--- src/rtl/cnt_pkg.sv ---
// ---------------------------------------------------------------------------
// cnt_pkg
// Shared definitions for the modulo-N up/down counter family:
//   - DIR_UP / DIR_DOWN : encoding of the 'up' direction input
//   - GRAY_MAX_W        : widest vector the generic Gray helper accepts
//   - bin2gray()        : binary to reflected-Gray conversion; callers
//                         zero-extend into and truncate out of GRAY_MAX_W
// ---------------------------------------------------------------------------
package cnt_pkg;

    localparam int unsigned GRAY_MAX_W = 64;

    localparam logic DIR_UP   = 1'b1;
    localparam logic DIR_DOWN = 1'b0;

    // Reflected binary Gray code: each bit is the XOR with its upper neighbour.
    function automatic logic [GRAY_MAX_W-1:0] bin2gray(input logic [GRAY_MAX_W-1:0] bin);
        return bin ^ (bin >> 1);
    endfunction

endpackage

--- src/rtl/cnt_bin2gray.sv ---
// ---------------------------------------------------------------------------
// cnt_bin2gray
// Purely combinational binary-to-Gray encoder of parametrised width.
// Ports:
//   bin    [WIDTH-1:0] in  : binary value
//   gray_c [WIDTH-1:0] out : Gray code of bin (combinational)
// ---------------------------------------------------------------------------
module cnt_bin2gray
    import cnt_pkg::*;
#(
    parameter int unsigned WIDTH = 4
) (
    input  logic [WIDTH-1:0] bin,
    output logic [WIDTH-1:0] gray_c
);

    // Upper bits of the widened input are zero, so truncation is lossless.
    always_comb begin
        gray_c = WIDTH'(bin2gray(GRAY_MAX_W'(bin)));
    end

endmodule

--- src/rtl/mod_updown_counter.sv ---
// ---------------------------------------------------------------------------
// mod_updown_counter
// Parametrised modulo-N up/down counter with parallel load, enable,
// wrap or saturate behaviour at the range ends, and event flags.
// Parameters:
//   the register is WIDTH bits wide (at least 2); the modulus gives a count
//   range of 0 up to modulus-1 (2..2**WIDTH); SATURATE selects hold (1) or
//   wrap (0) at the range ends
// Ports:
//   clk                    in  : rising-edge clock
//   rst                    in  : asynchronous active-high reset
//   en                     in  : count enable
//   up                     in  : direction, 1 = increment, 0 = decrement
//   load                   in  : parallel load strobe (beats en)
//   load_val [WIDTH-1:0]   in  : value to load, clamped to the top of range
//   ovf_clr                in  : clears the sticky overflow flag
//   cnt      [WIDTH-1:0]   out : registered binary count
//   cnt_gray [WIDTH-1:0]   out : registered Gray code of cnt
//   tc                     out : terminal count, combinational
//   wrap                   out : registered one-cycle end-of-range pulse
//   ovf                    out : registered sticky end-of-range flag
// ---------------------------------------------------------------------------
module mod_updown_counter
    import cnt_pkg::*;
#(
    parameter int unsigned WIDTH    = 4,
    parameter int unsigned MOD      = 10,
    parameter bit          SATURATE = 1'b0
) (
    input  logic             clk,
    input  logic             rst,
    input  logic             en,
    input  logic             up,
    input  logic             load,
    input  logic [WIDTH-1:0] load_val,
    input  logic             ovf_clr,
    output logic [WIDTH-1:0] cnt,
    output logic [WIDTH-1:0] cnt_gray,
    output logic             tc,
    output logic             wrap,
    output logic             ovf
);

    localparam int unsigned   EXT_W   = WIDTH + 1;
    localparam logic [WIDTH-1:0] MAX_VAL = WIDTH'(MOD - 1);

    // Reject illegal parameter combinations at elaboration.
    if ((WIDTH < 2) || (MOD < 2) || (64'(MOD) > (64'd1 << WIDTH))) begin : g_param_check
        $error("mod_updown_counter: illegal WIDTH/MOD combination");
    end

    logic [WIDTH-1:0] cnt_q,  cnt_d;
    logic [WIDTH-1:0] gray_q, gray_d;
    logic             wrap_q, wrap_d;
    logic             ovf_q,  ovf_d;

    logic             at_max_c;
    logic             at_min_c;
    logic             eor_c;
    logic [EXT_W-1:0] step_c;

    // End-of-range detection and the +/-1 step, computed one bit wider.
    always_comb begin
        at_max_c = (cnt_q == MAX_VAL);
        at_min_c = (cnt_q == '0);
        eor_c    = en & ~load & (((up == DIR_UP)   & at_max_c) |
                                 ((up == DIR_DOWN) & at_min_c));
        if (up == DIR_UP) begin
            step_c = {1'b0, cnt_q} + EXT_W'(1);
        end else begin
            step_c = {1'b0, cnt_q} - EXT_W'(1);
        end
    end

    // Next-state: load beats count; end-of-range handled before plain stepping,
    // so step_c never leaves 0..MOD-1 when it is used.
    always_comb begin
        cnt_d  = cnt_q;
        wrap_d = 1'b0;
        ovf_d  = ovf_q;

        if (load) begin
            cnt_d = (load_val > MAX_VAL) ? MAX_VAL : load_val;
        end else if (eor_c) begin
            wrap_d = 1'b1;
            if (!SATURATE) begin
                cnt_d = (up == DIR_UP) ? '0 : MAX_VAL;
            end
        end else if (en) begin
            cnt_d = WIDTH'(step_c);
        end

        // A simultaneous event beats the clear.
        if (eor_c) begin
            ovf_d = 1'b1;
        end else if (ovf_clr) begin
            ovf_d = 1'b0;
        end
    end

    // Gray copy is encoded from the next count so it lands with cnt.
    cnt_bin2gray #(
        .WIDTH (WIDTH)
    ) u_bin2gray (
        .bin    (cnt_d),
        .gray_c (gray_d)
    );

    always_ff @(posedge clk or posedge rst) begin
        if (rst) begin
            cnt_q  <= '0;
            gray_q <= '0;
            wrap_q <= 1'b0;
            ovf_q  <= 1'b0;
        end else begin
            cnt_q  <= cnt_d;
            gray_q <= gray_d;
            wrap_q <= wrap_d;
            ovf_q  <= ovf_d;
        end
    end

    assign cnt      = cnt_q;
    assign cnt_gray = gray_q;
    assign wrap     = wrap_q;
    assign ovf      = ovf_q;
    // Terminal count is forced low while reset is asserted.
    assign tc       = eor_c & ~rst;

endmodule
--- config.mk ---
export PLATFORM = sky130hd
export DESIGN_NAME = mod_updown_counter
export DESIGN_NICKNAME = d
export VERILOG_FILES = /design/src/rtl/cnt_pkg.sv /design/src/rtl/cnt_bin2gray.sv /design/src/rtl/mod_updown_counter.sv
export SDC_FILE = /design/constraint.sdc
export NUM_CORES = 1
export LEC_CHECK = 0
export CORE_AREA = 10 10 47 49
export DETAILED_ROUTE_END_ITERATION = 10
export DIE_AREA = 0 0 57 59
export DONT_BUFFER_PORTS = 1
export SYNTH_ARGS = -nofsm -noshare
export SYNTH_HDL_FRONTEND = slang
export SYNTH_SLANG_ARGS = --single-unit
--- constraint.sdc ---
create_clock -name clk -period 3.3 [get_ports clk]
set_clock_uncertainty 0.05 [all_clocks]
set_input_delay 0.66 -clock clk [delete_from_list [all_inputs] [get_ports clk]]
set_output_delay 0.66 -clock clk [all_outputs]
set_load 0.01 [all_outputs]
# Word level (Yosys, flattened, before mapping)
# Index checks and enable logic that the tools add are counted.
# word_totals
reg_bits	10
inputBits	10
out_inout_bits	11
elab_cells	30
# classes
addsub	2
order_cmp	1
eq_ne	1
muxes	10
n_bitwise	10
reduce_logical	2
# ops
op	count
4-bit 2-to-1 mux	6
1-bit AND	5
4-bit by 1-bit adder with 4-bit output, second input constant	1
4-bit == test, second input constant	1
4-bit greater-than comparator, second input constant	1
4-bit zero test	1
1-bit 2-to-1 mux	4
4-bit by 1-bit subtractor with 4-bit output, second input constant	1
4-bit by 3-bit bitwise XOR with 4-bit output	1
1-bit inverter	3
2-bit nonzero test	1
1-bit bitwise OR	1

# Logic depth before layout (Yosys ltp)
# logic_depth
depth_word	7
ltp_mapped	7

# Cells and area by module
# Synthesis repeated with hierarchy kept, for this count alone.
# unflattened
hier_cells	53
hier_area_um2	548.0
# by_module_without_submodules
module	n_inst	cells_per_inst	area_each_um2	seq_area_each_um2
mod_updown_counter	1	49	514.2	250.2
cnt_bin2gray	1	4	33.8	0.0

# Least setup slack after synthesis
# No wires, ideal clock.
# synth_timing
kind	in2out
startpoint	input port load
endpoint	output port tc
arrival_ps	1629
t_required_ps	2590
path_slack_ps	961
cell_stages	4
path_buffers	1
cell_sequence	buf_6 or4b_4 a21o_4 nor2_1
# synth_between
elab_chain_len	4
# synth_lines
element	line_no	text
start, declared	mod_updown_counter.sv:34	input logic load,
1-bit inverter	mod_updown_counter.sv:66	eor_c = en & ~load & (((up == DIR_UP) & at_max_c) |
1-bit AND (2 in series)	mod_updown_counter.sv:66	
1-bit AND	mod_updown_counter.sv:128	assign tc = eor_c & ~rst;
end, declared	mod_updown_counter.sv:39	output logic tc,
# No other way between the ends.

# Worst setup path after layout
# layout_timing
startpoint	register cnt_q[1], in the netlist cnt[1]
endpoint	output port tc
# layout_between
elab_chain_len	5
word_cells_on_any_way	7
# layout_lines
element	line_no	text
start, declared	mod_updown_counter.sv:52	logic [WIDTH-1:0] cnt_q, cnt_d;
start signal, assigned	mod_updown_counter.sv:116	cnt_q <= cnt_d;
4-bit == test / 4-bit zero test (equally long branches)	mod_updown_counter.sv:64, mod_updown_counter.sv:65	
1-bit AND, on equally long branches	mod_updown_counter.sv:66, mod_updown_counter.sv:67	
1-bit bitwise OR *	mod_updown_counter.sv:66	
1-bit AND *	mod_updown_counter.sv:66	
1-bit AND *	mod_updown_counter.sv:128	
# Mark *: on every way between the ends. The rest lies on a longest branch, timed or not.

==> out/results.ini <==
[worst_setup_path]
cp-endpoint=tc
worstReg2RegEnd=cnt_gray[2]
rrSetupSlack_ns=1.38
rr_startpoint=cnt[0]
endpoint_kind=output pin
worstSetupPathType=reg2out
cp_slowest_cell=or4b_4
reg2reg_depth=6
cp.arrival_ns=1.69
crit_chain=or4b_4, a21o_4, nor2_1
critPathRequiredTime_ns=2.59
worstPathMaxFanout=5
crit_start=cnt[1]
startpoint_type=flop
critPathMaxStageDelay_ns=0.57

[cells_and_area]
drive_above_1_share_pct=20.0
fin_util_pct=42.5
layout_commonest_cell=dfrtp_1
final_cell_mix=dfrtp_1, inv_1, o21ai_0
nNetsFinal=69
area_growth_pct=2.81
num_antenna_cells=0

[clocking]
ctsResizeCount=0
postCtsHoldBufs=0
cts_root_buffer=clkbuf_4
clock_path_buffers=2
cts.clk_slew.worst_paths_ns=0.06
cts_tree=done
clk_latency_ns=0.26
cts_buffers=3
postCtsSetupRepairBufs=0
cts.sinks=9
htree_levels=1

[routing]
drtIter0Drc=7
viasPerCell=5.30
routed_wl_um=1130
post_drt_wl_per_cell_um=15.9
dr.pass1.iters=2
drc=0
ant_nets=0
vias=376

[floorplan]
fp.coreArea_sq_um=1400
io_pins=21
fp.dieW_um=57
start_util_pct=41.3
dieArea_sq_um=3360
die-height_um=59
fp-row-count=14

[power]
seqPwrFrac_pct=50.5
p_int_uw=218
cellLeakagePower_nw=0.265
power-per-cell-area_nw_per_um2=543
power_frac_clock_pct=25.1
ir_drop_mv=0.371
p_sw_share_pct=32.7
p_comb_share_pct=24.4
p_sw_uw=106

[grt]
antenna_found_initial=0
overflow=0
grt_start_max_net_pins=10
groute.usage.overall_pct=7.14
grt_pass1_wl_um=1860
grt_pass1_vias=384

[timing]
fin_tns_setup_ns=0
hold_viol=0
finalCritPeriodShare_pct=72.9
slew-limit-headroom_pct=77.0
rsz0062_at_grt=no
worst_pin_slew_ns=0.345
fin_crit_ns=2.40
drv_slew=0
setup_viol=0
fmax_ghz=0.416

[yosys]
syn-num-nets=67
avgSynthCellArea_sq_um=10.7
yosysSeqAreaShare_pct=38.9
synth_edf_count=0
ys_async_sr_fraction_pct=100
synth_warnings=0
syn-instance-count=54
synth_cell_type_count=25
synthFlopType=dfrtp_1
synthesis.area_sq_um=579
synth_seq_cells=9

[placement]
gp_congestion=0.734
dp_hpwl_um=926
port_buffers=0

[outcome]
run_status=finished, final reports clean

[run]
drv_cap=0

[min_path]
hold_class=in2async

[worst min path at each step]
stage,from,endpoint
after floorplan,rst,cnt[0]
after global placement,rst,ovf
after detailed placement,rst,ovf
after CTS,rst,ovf
after global routing,rst,cnt_gray[0]
final,rst,cnt_gray[2]
[power by group through the flow]
stage | registers (mW) | logic (mW) | clock network [mW]
floorplan | 0.157 | 0.0792 | 0
global placement | 0.167 | 0.0791 | 0
detailed placement | 0.167 | 0.0809 | 0
CTS | 0.165 | 0.0810 | 0.0862
global route | 0.168 | 0.0893 | 0.0939
finish | 0.163 | 0.0790 | 0.0811
[area by class of cell]
type                       count  area [sq um]
inverter                       8          35.0
tap                           16          20.0
clock buffer                   4          26.3
sequential                     9           225
fill                         146           806
multi-input combinational     34           289
[per-layer routing]
| layer | global-route usage [%] | vias up | share of wire [%] |
|---|---|---|---|
| met2 | 9.92 | 16 | 47 |
| met4 | 4.03 | 0 | 2.0 |
| met5 | 0 | - | 0 |
| li1 | - | 181 | - |
| met3 | 4.51 | 2 | 10 |
| met1 | 8.12 | 177 | 40 |
[state kept, by name, summed over array words and instances (netlist names)]
register	flops
cnt	4
cnt_gray	3
ovf	1
wrap	1
[per-stage QoR]
step	instances	area [sq um]	worst slack [ns]	hold slack (ns)	power (mW)
2_1_floorplan	54	579	0.961	0.438	0.236
3_3_place_gp	67	569	1.03	0.470	0.246
3_5_place_dp	67	569	1.04	0.472	0.248
4_1_cts	71	596	0.863	0.188	0.332
5_1_grt	71	596	0.822	0.203	0.351
6_report	71	596	0.896	0.189	0.323
[critical path: cells and delay by family, from the launching register on]
family | cells | cell delay, ns
and+or+nand+nor | 2 | 0.76
AOI/OAI and AO/OA | 1 | 0.22
DFF | 1 | 0.46
[Yosys cell counts (2+ instances only)]
| master | number | area (sq um) |
|---|---|---|
| nand2_1 | 4 | 15.0 |
| xor2_1 | 2 | 17.5 |
| ha_1 | 2 | 25.0 |
| nand3_1 | 3 | 15.0 |
| o21ai_0 | 5 | 25.0 |
| inv_1 | 7 | 26.3 |
| dfrtp_1 | 9 | 225 |
| buf_6 | 2 | 22.5 |
| xnor2_1 | 4 | 35.0 |
[cell families after synthesis]
logic type,synth area share [%]
AND/OR/NAND/NOR,9.50
XOR/XNOR,9.07
adder cells (fa/ha/maj),7.77
AO/OA/AOI/OAI,21.8
buffers and inverters,11.2
flip-flops,38.9
multiplexers,1.73
(Power assumes the default switching activity.)
